<file path="src/rtl/seg_pkg.sv">
// Shared constants and types for the seven-segment display blocks.
package seg_pkg;

    // Active-low pattern with every segment (and DP) off.
    localparam logic [7:0] SEG_BLANK = 8'hFF;

    // Digit-entry field positions: {dp, blank, hex[3:0]}.
    localparam int DP_BIT    = 5;
    localparam int BLANK_BIT = 4;

    // Active-low segment bit order on seg_n: {A,B,C,D,E,F,G,DP}.
    localparam int SEG_A_BIT  = 7;
    localparam int SEG_B_BIT  = 6;
    localparam int SEG_C_BIT  = 5;
    localparam int SEG_D_BIT  = 4;
    localparam int SEG_E_BIT  = 3;
    localparam int SEG_F_BIT  = 2;
    localparam int SEG_G_BIT  = 1;
    localparam int SEG_DP_BIT = 0;

    // Entry value that displays nothing.
    localparam logic [5:0] ENTRY_BLANK = 6'b010000;

    // Phase within one digit slot.
    typedef enum logic {
        PH_BLANK = 1'b0,
        PH_ON    = 1'b1
    } phase_e;

endpackage

</file>
<file path="src/rtl/seg_scan_ctrl_font.sv">
// Combinational hex font: 6-bit digit entry to active-low segment pattern.
module seg_font
    import seg_pkg::*;
(
    input  logic [5:0] entry_i,
    output logic [7:0] seg_n_o
);

    logic [7:0] pat;

    // Hex glyph lookup, then DP, then blank overrides everything.
    always_comb begin
        pat = SEG_BLANK;
        case (entry_i[3:0])
            4'h0: pat = 8'h03;
            4'h1: pat = 8'h9F;
            4'h2: pat = 8'h25;
            4'h3: pat = 8'h0D;
            4'h4: pat = 8'h99;
            4'h5: pat = 8'h49;
            4'h6: pat = 8'h41;
            4'h7: pat = 8'h1F;
            4'h8: pat = 8'h01;
            4'h9: pat = 8'h09;
            4'hA: pat = 8'h11;
            4'hB: pat = 8'hC1;
            4'hC: pat = 8'h63;
            4'hD: pat = 8'h85;
            4'hE: pat = 8'h61;
            4'hF: pat = 8'h71;
            default: pat = SEG_BLANK;
        endcase
        if (entry_i[DP_BIT])
            pat[SEG_DP_BIT] = 1'b0;
        seg_n_o = entry_i[BLANK_BIT] ? SEG_BLANK : pat;
    end

endmodule

</file>
<file path="src/rtl/seg_scan_ctrl.sv">
// Four-digit multiplexed seven-segment scan controller with frame-synchronous
// buffer copy, per-slot blank gap and 8-level PWM brightness.
module seg_scan_ctrl
    import seg_pkg::*;
#(
    parameter int DIGIT_CYCLES = 25000,
    parameter int BLANK_CYCLES = 500
) (
    input  logic       clk,
    input  logic       rst,
    input  logic       wr_valid,
    output logic       wr_ready,
    input  logic [1:0] wr_addr,
    input  logic [5:0] wr_data,
    input  logic [2:0] bright,
    output logic [3:0] an_n,
    output logic [7:0] seg_n,
    output logic       frame_tick
);

    localparam logic [15:0] CNT_LAST  = 16'(DIGIT_CYCLES - 1);
    localparam logic [15:0] BLANK_END = 16'(BLANK_CYCLES);
    localparam phase_e      PH_RESET  = (BLANK_CYCLES == 0) ? PH_ON : PH_BLANK;

    logic [1:0]  digit_q, digit_d;
    logic [15:0] cnt_q, cnt_d;
    logic [2:0]  pwm_q;
    logic [2:0]  bright_q;
    phase_e      phase_q, phase_d;
    logic [5:0]  shadow_q [4];
    logic [5:0]  active_q [4];
    logic [3:0]  an_n_q;
    logic [7:0]  seg_n_q;
    logic        tick_q;

    logic        copy_cycle;
    logic        wr_fire;
    logic [5:0]  cur_entry;
    logic [7:0]  cur_seg_n;
    logic        lit;

    assign copy_cycle = (digit_q == 2'd0) && (cnt_q == 16'd0);
    assign wr_ready   = !rst && !copy_cycle;
    assign wr_fire    = wr_valid && wr_ready;
    assign cur_entry  = active_q[digit_q];

    seg_font u_font (
        .entry_i (cur_entry),
        .seg_n_o (cur_seg_n)
    );

    // Slot counter and digit index advance.
    always_comb begin
        cnt_d   = cnt_q + 16'd1;
        digit_d = digit_q;
        if (cnt_q == CNT_LAST) begin
            cnt_d   = 16'd0;
            digit_d = digit_q + 2'd1;
        end
    end

    // Phase next-state: blank gap at the start of each slot, then on.
    always_comb begin
        phase_d = phase_q;
        case (phase_q)
            PH_BLANK: if (cnt_d >= BLANK_END) phase_d = PH_ON;
            PH_ON:    if (cnt_d <  BLANK_END) phase_d = PH_BLANK;
            default:  phase_d = PH_RESET;
        endcase
    end

    // Scan state registers; brightness is latched only at slot start.
    always_ff @(posedge clk) begin
        if (rst) begin
            cnt_q    <= 16'd0;
            digit_q  <= 2'd0;
            pwm_q    <= 3'd0;
            bright_q <= 3'd0;
            phase_q  <= PH_RESET;
        end else begin
            cnt_q   <= cnt_d;
            digit_q <= digit_d;
            pwm_q   <= pwm_q + 3'd1;
            phase_q <= phase_d;
            if (cnt_q == 16'd0)
                bright_q <= bright;
        end
    end

    // Display buffers: writes land in shadow, shadow moves to active once per frame.
    always_ff @(posedge clk) begin
        if (rst) begin
            for (int i = 0; i < 4; i++) begin
                shadow_q[i] <= ENTRY_BLANK;
                active_q[i] <= ENTRY_BLANK;
            end
        end else begin
            if (wr_fire)
                shadow_q[wr_addr] <= wr_data;
            if (copy_cycle)
                for (int i = 0; i < 4; i++)
                    active_q[i] <= shadow_q[i];
        end
    end

    // A blanked digit also keeps its anode off so an empty display stays fully dark.
    assign lit = (phase_q == PH_ON) && (pwm_q <= bright_q) && !cur_entry[BLANK_BIT];

    // Registered pin drivers; anode and segments always change on the same edge.
    always_ff @(posedge clk) begin
        if (rst) begin
            an_n_q  <= 4'hF;
            seg_n_q <= SEG_BLANK;
            tick_q  <= 1'b0;
        end else begin
            an_n_q  <= lit ? ~(4'b0001 << digit_q) : 4'hF;
            seg_n_q <= lit ? cur_seg_n : SEG_BLANK;
            tick_q  <= copy_cycle;
        end
    end

    assign an_n       = an_n_q;
    assign seg_n      = seg_n_q;
    assign frame_tick = tick_q;

endmodule

</file>
<file path="config.mk">
export PLATFORM = sky130hd
export DESIGN_NAME = seg_scan_ctrl
export DESIGN_NICKNAME = d
export VERILOG_FILES = /design/src/rtl/seg_pkg.sv /design/src/rtl/seg_scan_ctrl_font.sv /design/src/rtl/seg_scan_ctrl.sv
export SDC_FILE = /design/constraint.sdc
export NUM_CORES = 1
export LEC_CHECK = 0
export CORE_ASPECT_RATIO = 0.9
export CORE_UTILIZATION = 58
export CTS_BUF_LIST = sky130_fd_sc_hd__clkbuf_16
export DETAILED_ROUTE_END_ITERATION = 10
export PLACE_DENSITY_LB_ADDON = 0.05
export SYNTH_ARGS = -nofsm -noshare
export SYNTH_HDL_FRONTEND = slang
export SYNTH_HIERARCHICAL = 1
export SYNTH_SLANG_ARGS = --single-unit
</file>
<file path="constraint.sdc">
create_clock -name clk -period 3.19 [get_ports clk]
set_input_delay 0.638 -clock clk [delete_from_list [all_inputs] [get_ports clk]]
set_output_delay 0.638 -clock clk [all_outputs]
set_load 0.005 [all_outputs]
</file>
# Word level (Yosys, flattened, before mapping)
# Memory sizes are Yosys's and may differ from the RTL's. A register that Yosys moved wholly into a read port is not among the register bits.
# Index checks and enable logic that the tools add are counted.
totals:
  mem_count: 3
  wordCells: 61
  rom_bits: 112
  register_bits: 38
  inputBits: 14
  ram_bits: 48
memory_table:
  columns: ["memory", "words", "word_bits", "read_ports", "rd_clocked_by_memory_dff", "wr", "line", "text"]
  rows:
  - ["(no name shown)", 16, 7, 1, 1, 0, "seg_scan_ctrl_font.sv:14", "case (entry_i[3:0])"]
  - ["active_q", 4, 6, 1, 1, 4, "seg_scan_ctrl.sv:31", "logic [5:0] active_q [4];"]
  - ["shadow_q", 4, 6, 4, 0, 4, "seg_scan_ctrl.sv:30", "logic [5:0] shadow_q [4];"]
classes:
  n_shift: 1
  order_cmp: 3
  addsub: 3
  bitwise: 7
  reduce_logical: 13
  n_mux: 22
  eq_ne: 1
ops:
  columns: ["op", "count"]
  rows:
  - ["$mux W6", 5]
  - ["$add A16 B1 Y16 const B", 1]
  - ["$eq A16 B15 Y1 const B", 1]
  - ["$ge A16 B9 Y1 const B", 1]
  - ["$logic_not A16 Y1", 1]
  - ["$lt A16 B9 Y1 const B", 1]
  - ["$mux W16", 1]
  - ["$mux W1", 12]
  - ["$mux W2", 3]
  - ["$reduce_or A6 Y1", 1]
  - ["$logic_and A1 B1 Y1", 5]
  - ["$not A4 Y4", 1]
  - ["$or A1 B1 Y1", 4]
  - ["$shl A1 B2 Y4 const A", 1]
  - ["$add A3 B1 Y3 const B", 1]
  - ["$le A3 B3 Y1", 1]
  - ["$logic_not A1 Y1", 3]
  - ["$reduce_or A3 Y1", 1]
  - ["$add A2 B1 Y2 const B", 1]
  - ["$logic_not A2 Y1", 1]
  - ["$not A1 Y1", 2]
  - ["$pmux W1 S2", 1]
  - ["$reduce_or A2 Y1", 1]

# Depth between registers and ports, before layout
logic_depth:
  depth_word: 10
  depth_mapped: 8

# Cells and area by module
# Netlist, hierarchy kept.
modules_own_cells:
  columns: ["mod", "area_per_inst_um2", "cells_per_inst", "instances", "seq_area_each_um2"]
  rows:
  - ["seg_scan_ctrl", 3744.8, 308, 1, 2242.2]
  - ["seg_font", 297.8, 37, 1, 0.0]

# Worst setup path before layout
# Ideal clock, no wire load.
synth_timing:
  path_type: "reg-to-reg"
  start: "register cnt_q[0]"
  end: "memory active_q[0][0] (enable)"
  n_path_buf: 0
  stages_incl_launch_ff: 7
  path_slack_ns: 0.835
  synth_period_minus_slack_ns: 2.355
  arrival_ns: 1.976
  path_cell_list: "dfxtp_1 -> inv_1 -> ha_1 -> or4b_4 -> nor4_4 -> a21oi_1 -> inv_1"
synth_lines:
  columns: ["item", "line", "text"]
  rows:
  - ["from (decl)", "seg_scan_ctrl.sv:26", "logic [15:0] cnt_q, cnt_d;"]
  - ["from (signal assigned)", "seg_scan_ctrl.sv:81", "cnt_q <= cnt_d;"]
  - ["to (decl)", "seg_scan_ctrl.sv:31", null]

# Worst setup path in the final report
layout_timing:
  start: "register cnt_q[0]"
  end: "output wr_ready"
layout_via:
  elab_chain_len: 4
layout_lines:
  columns: ["item", "line", "text"]
  rows:
  - ["$logic_not A16 Y1", "seg_scan_ctrl.sv:42", "assign copy_cycle = (digit_q == 2'd0) && (cnt_q == 16'd0);"]
  - ["$logic_and A1 B1 Y1", "seg_scan_ctrl.sv:42", null]
  - ["$logic_not A1 Y1", "seg_scan_ctrl.sv:43", "assign wr_ready = !rst && !copy_cycle;"]
  - ["$logic_and A1 B1 Y1", "seg_scan_ctrl.sv:43", null]
  - ["to (decl)", "seg_scan_ctrl.sv:12", "output logic wr_ready,"]
# No other way between the ends.

==> metrics.cfg <==
[status]
status=finished clean

[finish]
syn_to_final_growth_pct=15.8
final_util=0.704
diodes=0
nets=406
drive_gt1_frac=0.105

[logic_synthesis]
yosysWarningCount=6
ys.flop_type=edfxtp_1
synth_commonest_cells=edfxtp_1 (48), and2_1 (43), dfxtp_1 (40)
synth_edf_count=48
syn-mean-instance-area_sq_um=11.7
yosysTopAreaCellShare=0.357
ys_async_sr_fraction=0
synth_area_leaders=edfxtp_1 (36%), dfxtp_1 (20%), and2_1 (6.7%)
ys_ff_latch=88
postSynthCellCount=345
seq_area_frac_synth=0.555
ys_types=57
synth_nets=376
synth_largest_area_cell=edfxtp_1
synth.cell_area_sq_mm=0.00404
yosysMostFrequentCell=edfxtp_1

[floorplanning]
initial_core_util=0.607
die_h_microns=81.2
io_pins=28
dieWidth_microns=90
rows=28
die_area_sq_mm=0.00731
core_region_area_sq_mm=0.00666

[drt]
drt-total-wl_microns=6970
routedLengthMet1_microns=3330
dr.pass1.iters=4
met3_length_microns=419
vias_per_cell=5.44
route.detailed.drc=0
num_vias=2557
ant_nets=0
drtIter0Drc=179
wire_per_inst_microns=14.8
highest_layer=met4
route.met2.wl_microns=3150

[sta]
skew_ns=0.00793
period_minus_slack_ns=2.97
hold_ws_ns=0.443
fin_ws_ns=0.220
period_share=0.931
slew_headroom=0.510
hold_violations=0
finalSetupViolCount=0
fin_setup_tns_ns=0
fmax_mhz=337
rsz0062_at_grt=no
final-max-slew-violation-count=0
worst_pin_slew_ns=0.728

[cts]
cts_root_buf=clkbuf_16
htreeDepth=3
post-cts-setup-buffers=0
numCtsBuffers=9
clk_pin_slew_worst_paths_ns=0.07
clk_latency_ns=0.33
cts_sinks=88
cts_tree=built
cts_hold_buf=0
cts_buffer_depth=2
ctsResizeCount=0

[grt]
grt-ovfl-total=0
grt_max_degree=26
grt_pass1_wl_microns=11800
grt_util_all_layers=0.210
antenna_found_initial=0
grt_pass1_vias=2389

[critical_path]
r2r_cells=6
end_kind=primary output
reg2reg_to=seg_n[6]
cp.arrival_ns=2.33
crit_path_start=cnt_q[0]
worstSetupPathType=flip-flop to primary output
critPathLaunchType=flip-flop
crit_required_ns=2.55
critPathCapture=wr_ready
cp_max_fo=7
ff2ff_setup_slack_ns=0.72

[power]
ir_drop_mv=0.394
power_density_mw_per_mm2=524
power.leakage_nw=1.71
power_w=0.00245

[min_path]
hp-class=flip-flop to flip-flop

[run]
drv_cap=0

[place]
numPortBuffers=27
gp_congestion=0.812
place_hpwl_microns=5100
pre_cts_ws_ns=0.583

where the power goes:
group          internal, W  switching, W
registers          0.00126     0.0000217
logic            0.0000910      0.000114
clock network     0.000534      0.000434
critical path, stage by stage (launching register included):
cell and delay [ns]:
dfxtp_1 0.36, inv_1 0.07, ha_1 0.13, or4b_4 0.47
nor4_4 0.22, buf_4 0.19, a21oi_1 0.10, clkdlybuf4s50_1 0.46
per-layer routing:
layer | vias up | GRT usage
met5 | - | 0
met4 | 0 | 0.0645
met3 | 9 | 0.0515
met2 | 83 | 0.326
met1 | 1187 | 0.294
li1 | 1278 | -
sequential cells by signal (all words and copies together), names as in the netlist, named ones only:
name,flops
seg_n,8
pwm_q,3
an_n,4
shadow_q,24
active_q,24
digit_q,2
frame_tick,1
bright_q,3
cnt_q,16
phase_q,1
through the flow:
stage | area, sq um | cells
finish | 4680 | 470
detailed placement | 4400 | 454
global route | 4680 | 470
floorplan | 4040 | 345
global placement | 4400 | 454
CTS | 4680 | 470
cells in the final DEF (no fill, tap or decap), drive strengths merged, types with 4 or more instances in the layout:
cell type / Yosys / routed
a21oi: 9 / 9
and2: 43 / 43
buf: 8 / 6
clkbuf: 6 / 9
clkdlybuf4s50: 0 / 27
dfxtp: 40 / 40
edfxtp: 48 / 48
ha: 17 / 17
inv: 14 / 18
mux2i: 4 / 4
mux4: 6 / 6
nand2: 19 / 19
nand2b: 22 / 22
nand3: 10 / 10
nor2: 19 / 19
nor3: 6 / 6
o21ai: 4 / 4
or2: 6 / 6
xnor2: 7 / 7
xor2: 6 / 6
worst min-delay path by stage:
stage	from	endpoint	slack [ns]	cells past startpoint
final	pwm_q[0]	pwm_q[0]	0.44	1
after CTS	pwm_q[0]	pwm_q[0]	0.45	1
after global placement	pwm_q[0]	pwm_q[0]	0.43	1
after global routing	pwm_q[0]	pwm_q[0]	0.45	1
after floorplan	pwm_q[0]	pwm_q[0]	0.42	1
after detailed placement	pwm_q[0]	pwm_q[0]	0.44	1
kinds of logic (layout without fill, tap and decap cells):
kind of cell    count (synthesis)  count (layout)  synth area share
fa+ha+maj                      17              17            0.0526
buf+inv                        28              63            0.0309
xor+xnor                       13              13            0.0282
simple gates                  152             152             0.222
flops                          88              88             0.555
mux                            13              13            0.0517
compound gates                 34              34            0.0604
layout make-up:
| class | count | area [sq um] |
|---|---|---|
| clock buffer | 9 | 225 |
| clock inverter | 7 | 53.8 |
| fill | 458 | 1970 |
| multi-input combinational | 229 | 1680 |
| tap | 90 | 113 |
| sequential | 88 | 2240 |
| inverter | 14 | 52.6 |
| timing repair buffer | 33 | 315 |
No activity file was read; power rests on OpenSTA's default activity.
